**config.mk**
```make
export PLATFORM = sky130hd
export DESIGN_NAME = vedic_mult_seq_ctrl
export DESIGN_NICKNAME = d
export VERILOG_FILES = /design/src/rtl/vedic_mult_seq_ctrl.sv
export SDC_FILE = /design/constraint.sdc
export NUM_CORES = 1
export LEC_CHECK = 0
export CORE_AREA = 2 2 144 111
export CTS_CLUSTER_DIAMETER = 30
export DETAILED_ROUTE_END_ITERATION = 10
export DIE_AREA = 0 0 146 113
export MAX_ROUTING_LAYER = met4
export PLACE_DENSITY = 0.79
export SETUP_SLACK_MARGIN = 0.1
export SYNTH_ARGS = -nofsm -noshare
export SYNTH_HDL_FRONTEND = slang
export SYNTH_SLANG_ARGS = --single-unit
```
**constraint.sdc**
```tcl
create_clock -name clk -period 8.9 [get_ports clk]
set_input_delay 1.335 -clock clk [delete_from_list [all_inputs] [get_ports clk]]
set_output_delay 1.335 -clock clk [all_outputs]
set_load 0.1 [all_outputs]
```
**src/rtl/vedic_mult_seq_ctrl.sv**
```systemverilog
// Sequential 16x16 unsigned multiplier: one combinational 8x8 Vedic core
// reused over four cycles, with valid/ready handshakes on both sides.
module vedic_mult_seq_ctrl #(
  parameter bit SKIP_ZERO = 1'b1
) (
  input  logic        clk,
  input  logic        rst,
  input  logic        in_valid,
  output logic        in_ready,
  input  logic [15:0] a,
  input  logic [15:0] b,
  output logic        out_valid,
  input  logic        out_ready,
  output logic [31:0] product,
  output logic        busy
);

  typedef enum logic [1:0] {IDLE, MUL, DONE} state_t;

  state_t      state_q, state_d;
  logic [1:0]  step_q, step_d;
  logic [15:0] a_q, a_d, b_q, b_d;
  logic [31:0] acc_q, acc_d, product_q, product_d;
  logic        out_valid_q, out_valid_d;

  logic [7:0]  mul_a, mul_b;
  logic [15:0] pp;
  logic [31:0] pp_shifted, acc_sum;

  // Urdhva-Tiryagbhyam building block: 2x2 from AND gates and half adders.
  function automatic logic [3:0] vm2(input logic [1:0] x, input logic [1:0] y);
    logic [3:0] p;
    logic       c;
    p[0] = x[0] & y[0];
    p[1] = (x[1] & y[0]) ^ (x[0] & y[1]);
    c    = (x[1] & y[0]) & (x[0] & y[1]);
    p[2] = (x[1] & y[1]) ^ c;
    p[3] = (x[1] & y[1]) & c;
    return p;
  endfunction

  function automatic logic [7:0] vm4(input logic [3:0] x, input logic [3:0] y);
    logic [3:0] ll, lh, hl, hh;
    ll = vm2(x[1:0], y[1:0]);
    lh = vm2(x[3:2], y[1:0]);
    hl = vm2(x[1:0], y[3:2]);
    hh = vm2(x[3:2], y[3:2]);
    return {4'd0, ll} + {2'd0, lh, 2'd0} + {2'd0, hl, 2'd0} + {hh, 4'd0};
  endfunction

  function automatic logic [15:0] vm8(input logic [7:0] x, input logic [7:0] y);
    logic [7:0] ll, lh, hl, hh;
    ll = vm4(x[3:0], y[3:0]);
    lh = vm4(x[7:4], y[3:0]);
    hl = vm4(x[3:0], y[7:4]);
    hh = vm4(x[7:4], y[7:4]);
    return {8'd0, ll} + {4'd0, lh, 4'd0} + {4'd0, hl, 4'd0} + {hh, 8'd0};
  endfunction

  // Operand byte selection and partial-product alignment per step
  always_comb begin
    mul_a      = a_q[7:0];
    mul_b      = b_q[7:0];
    pp_shifted = 32'd0;
    case (step_q)
      2'd0: begin mul_a = a_q[7:0];  mul_b = b_q[7:0];  end
      2'd1: begin mul_a = a_q[15:8]; mul_b = b_q[7:0];  end
      2'd2: begin mul_a = a_q[7:0];  mul_b = b_q[15:8]; end
      default: begin mul_a = a_q[15:8]; mul_b = b_q[15:8]; end
    endcase
    pp = vm8(mul_a, mul_b);
    case (step_q)
      2'd0:    pp_shifted = {16'd0, pp};
      2'd1,
      2'd2:    pp_shifted = {8'd0, pp, 8'd0};
      default: pp_shifted = {pp, 16'd0};
    endcase
    acc_sum = acc_q + pp_shifted;
  end

  always_comb begin
    state_d     = state_q;
    step_d      = step_q;
    a_d         = a_q;
    b_d         = b_q;
    acc_d       = acc_q;
    product_d   = product_q;
    out_valid_d = out_valid_q;
    case (state_q)
      IDLE: begin
        if (in_valid) begin
          a_d   = a;
          b_d   = b;
          acc_d = 32'd0;
          if (SKIP_ZERO && (a == 16'd0 || b == 16'd0)) begin
            product_d   = 32'd0;
            out_valid_d = 1'b1;
            state_d     = DONE;
          end else begin
            step_d  = 2'd0;
            state_d = MUL;
          end
        end
      end
      MUL: begin
        acc_d = acc_sum;
        if (step_q == 2'd3) begin
          product_d   = acc_sum;
          out_valid_d = 1'b1;
          step_d      = 2'd0;
          state_d     = DONE;
        end else begin
          step_d = step_q + 2'd1;
        end
      end
      DONE: begin
        // Accepting new operands waits for IDLE, so a handshake cycle never overlaps capture.
        if (out_ready) begin
          out_valid_d = 1'b0;
          state_d     = IDLE;
        end
      end
      default: state_d = IDLE;
    endcase
  end

  always_ff @(posedge clk or posedge rst) begin
    if (rst) begin
      state_q     <= IDLE;
      step_q      <= 2'd0;
      a_q         <= 16'd0;
      b_q         <= 16'd0;
      acc_q       <= 32'd0;
      product_q   <= 32'd0;
      out_valid_q <= 1'b0;
    end else begin
      state_q     <= state_d;
      step_q      <= step_d;
      a_q         <= a_d;
      b_q         <= b_d;
      acc_q       <= acc_d;
      product_q   <= product_d;
      out_valid_q <= out_valid_d;
    end
  end

  assign in_ready  = (state_q == IDLE);
  assign busy      = (state_q != IDLE);
  assign out_valid = out_valid_q;
  assign product   = product_q;

endmodule

```
==> load_flow_metrics.sql <==
INSERT INTO impl_metrics (metric_group, metric, value, unit) VALUES
('floorplan', 'top_level_ports', '71', ''),
('layout', 'nets_finish', '1119', ''),
('cts', 'cts-buffers-inserted', '9', ''),
('worst_hold_path', 'hold_removal_path_class', 'flop to flop', ''),
('setup_path', 'worst_reg2reg_startpoint', 'step_q[0]$_DFFE_PP0P_', ''),
('layout', 'areaGrowthSynthToFinish', '16.5', '%'),
('sta', 'rsz0062_at_grt', 'false', ''),
('synth', 'synth_top_cell_by_area', 'dfrtp_1', ''),
('synth', 'synth_sequential_area_ratio', '31.2', '%'),
('sta', 'worst_slew_pin_slew', '1230', 'ps'),
('setup_path', 'cpPeakStageDelay', '540', 'ps'),
('synth', 'ys_ff_latch', '101', ''),
('cts', 'ctsRootBufferMaster', 'clkbuf_16', ''),
('cts', 'clock_tree_from_tritoncts', 'built', ''),
('drt', 'drt-wirelength-per-cell', '15.7', 'um'),
('placed_design', 'postPlaceCellArea', '0.00909', 'mm^2'),
('floorplan', 'coreArea', '0.0150', 'mm^2'),
('sta', 'report.final.setup_viol', '0', ''),
('synth', 'asyncSetResetFlopFracSynth', '100', '%'),
('drt', 'vias_per_cell', '5.43', ''),
('floorplan', 'dieHeight', '113', 'um'),
('global_routing', 'grt_start_max_net_pins', '65', ''),
('setup_path', 'endpoint_kind', 'flop', ''),
('floorplan', 'fp-row-count', '39', ''),
('synth', 'synth_top_area_share', '31.2', '%'),
('setup_path', 'critical-path-slowest-cell', 'fa_1', ''),
('synth', 'post_synth_main_area_contributors', 'dfrtp_1, ha_1, fa_1', ''),
('synth', 'synth_fp_nets', '1047', ''),
('placed_design', 'port_buffers', '70', ''),
('synth', 'post_synth_inst_count', '890', ''),
('cts', 'later_pin_clock_latency_in_the_skew_report', '360', 'ps'),
('setup_path', 'r2r-end', 'product[31]$_DFFE_PP0P_', ''),
('synth', 'synth-edff-count', '0', ''),
('layout', 'final_core_utilization', '62.7', '%'),
('floorplan', 'floorplan.die_area', '0.0165', 'mm^2'),
('synth', 'synth_flop_cell', 'dfrtp_1', ''),
('cts', 'hold_buffers', '0', ''),
('run', 'cap_viol_max_count', '0', ''),
('floorplan', 'initial_utilization', '53.8', '%'),
('worst_hold_path', 'min_delay_path_depth', '2', ''),
('global_routing', 'number_of_global_route_vias_before_repair', '6288', ''),
('setup_path', 'crit_path_start_kind', 'flop', ''),
('setup_path', 'worst-endpoint-arrival', '8400', 'ps'),
('sta', 'timing_max_transition_violations_final', '0', ''),
('cts', 'clock-sinks', '101', ''),
('global_routing', 'gr-total-overflow', '0', ''),
('global_routing', 'antenna_violations_before_repair', '0', ''),
('synth', 'netlist_area', '0.00809', 'mm^2'),
('run_status', 'outcome', 'completed', ''),
('drt', 'drt_iter0_markers', '434', ''),
('layout', 'layout.cells.most_common', 'nand2_1', ''),
('setup_path', 'r2r_setup_slack', '760', 'ps'),
('worst_hold_path', 'min_to', 'product[16]$_DFFE_PP0P_', ''),
('setup_path', 'critical_path.max_fanout', '10', ''),
('sta', 'finalHoldViolations', '0', ''),
('global_routing', 'track_usage', '24.7', '%'),
('cts', 'cts-htree-levels', '3', ''),
('setup_path', 'cpMostUsedCell', 'ha_1', ''),
('sta', 'fin_crit_sh', '91.5', '%'),
('setup_path', 'crit_required', '9160', 'ps'),
('layout', 'post-route-cell-area', '0.00942', 'mm^2'),
('layout', 'drive_gt1_share', '10.1', '%'),
('layout', 'antennaDiodeCount', '0', ''),
('sta', 'fin_tns_setup', '0', 'ps'),
('drt', 'remaining_drc_errors', '0', ''),
('sta', 'min_period', '8140', 'ps'),
('global_routing', 'grt_pass1_wl', '31800', 'um'),
('cts', 'postCtsSetupBuffers', '0', ''),
('layout', 'most-common-layout-cells', 'nand2_1, dfrtp_1, ha_1, inv_1, nor2_1', ''),
('synth', 'cell_variety_after_synth', '58', ''),
('placed_design', 'detailedPlacementHpwl', '14500', 'um');
## state kept, by name (all words and copies together) (netlist names)
name       count
product       32
state_q        2
out_valid      1
acc_q         32
b_q           16
a_q           16
step_q         2
## layer usage
metal	global-route usage [%]	share of wire (%)	vias to the layer above
met3	3.87	5.0	15
li1	-	-	3169
met5	-	0	-
met4	5.76	1.1	0
met1	35.1	51	3042
met2	37.4	43	137
## how the worst max path moves through the flow
stage,from,endpoint,cells past startpoint
floorplan,step_q[0]$_DFFE_PP0P_,product[31]$_DFFE_PP0P_,35
global placement,step_q[0]$_DFFE_PP0P_,product[31]$_DFFE_PP0P_,33
detailed placement,step_q[0]$_DFFE_PP0P_,product[31]$_DFFE_PP0P_,34
CTS,step_q[0]$_DFFE_PP0P_,product[31]$_DFFE_PP0P_,33
global route,step_q[0]$_DFFE_PP0P_,product[31]$_DFFE_PP0P_,35
finish,step_q[0]$_DFFE_PP0P_,product[31]$_DFFE_PP0P_,35
## worst max-delay path: cells and delay by family, from the launching register on
| kind | cells | cell delay, ps |
|---|---|---|
| DFF | 1 | 370 |
| and+or+nand+nor | 2 | 180 |
| AOI/OAI and AO/OA | 15 | 2900 |
| xor gates and xnor gates | 3 | 710 |
| muxes | 1 | 220 |
| buffers and inverters | 6 | 680 |
| adders and majority gates | 8 | 2970 |
## synthesized netlist by cell type, types with 2 or more instances
| master | number |
|---|---|
| o22ai_1 | 4 |
| nor4_1 | 8 |
| xor2_1 | 21 |
| a31oi_1 | 4 |
| inv_1 | 82 |
| fa_1 | 30 |
| nand3_1 | 4 |
| a31o_2 | 3 |
| buf_1 | 3 |
| o2bb2ai_1 | 2 |
| or2_2 | 4 |
| nor3_1 | 3 |
| a22o_1 | 11 |
| xnor2_1 | 30 |
| o211ai_2 | 2 |
| o211ai_1 | 4 |
| dfrtp_1 | 101 |
| nand2_1 | 139 |
| nand2b_1 | 14 |
| a21boi_0 | 2 |
| o31ai_1 | 7 |
| a21oi_1 | 42 |
| a211oi_1 | 3 |
| and2_1 | 13 |
| o21bai_1 | 4 |
| mux2i_1 | 16 |
| o21ai_0 | 48 |
| and4_1 | 3 |
| nor2b_1 | 3 |
| ha_1 | 91 |
| nor2_1 | 79 |
| clkbuf_1 | 23 |
| nand4_1 | 7 |
| mux2_2 | 37 |
| a21o_1 | 20 |
## logic make-up (layout without fill, tap and decap cells)
family          after synthesis  after routing  synth area share, %
mux                          53             53                 7.13
xor+xnor                     52             52                 5.82
flops                       101            101                 31.2
simple gates                279            279                 14.8
fa+ha+maj                   121            121                 21.5
buf+inv                     110            187                 5.12
compound gates              174            174                 14.4
## stage by stage
stage	setup slack (ps)	hold slack (ps)	instances
6_report	756	479	1172
5_1_grt	148	513	1172
4_1_cts	529	486	1172
3_5_place_dp	576	469	1156
3_3_place_gp	790	461	1156
2_1_floorplan	898	452	890
## layout make-up
type	instances	area (um^2)
clock buffers	9	225
clock inverters	7	67.6
fillers	1320	5610
inverters	83	314
multi-input cells	679	5190
flip-flops and latches	101	2530
well taps	205	256
repair buffers	88	836
Power is not shown: default switching activity piles up to over one toggle a cycle in this logic, so the estimate is an artifact.
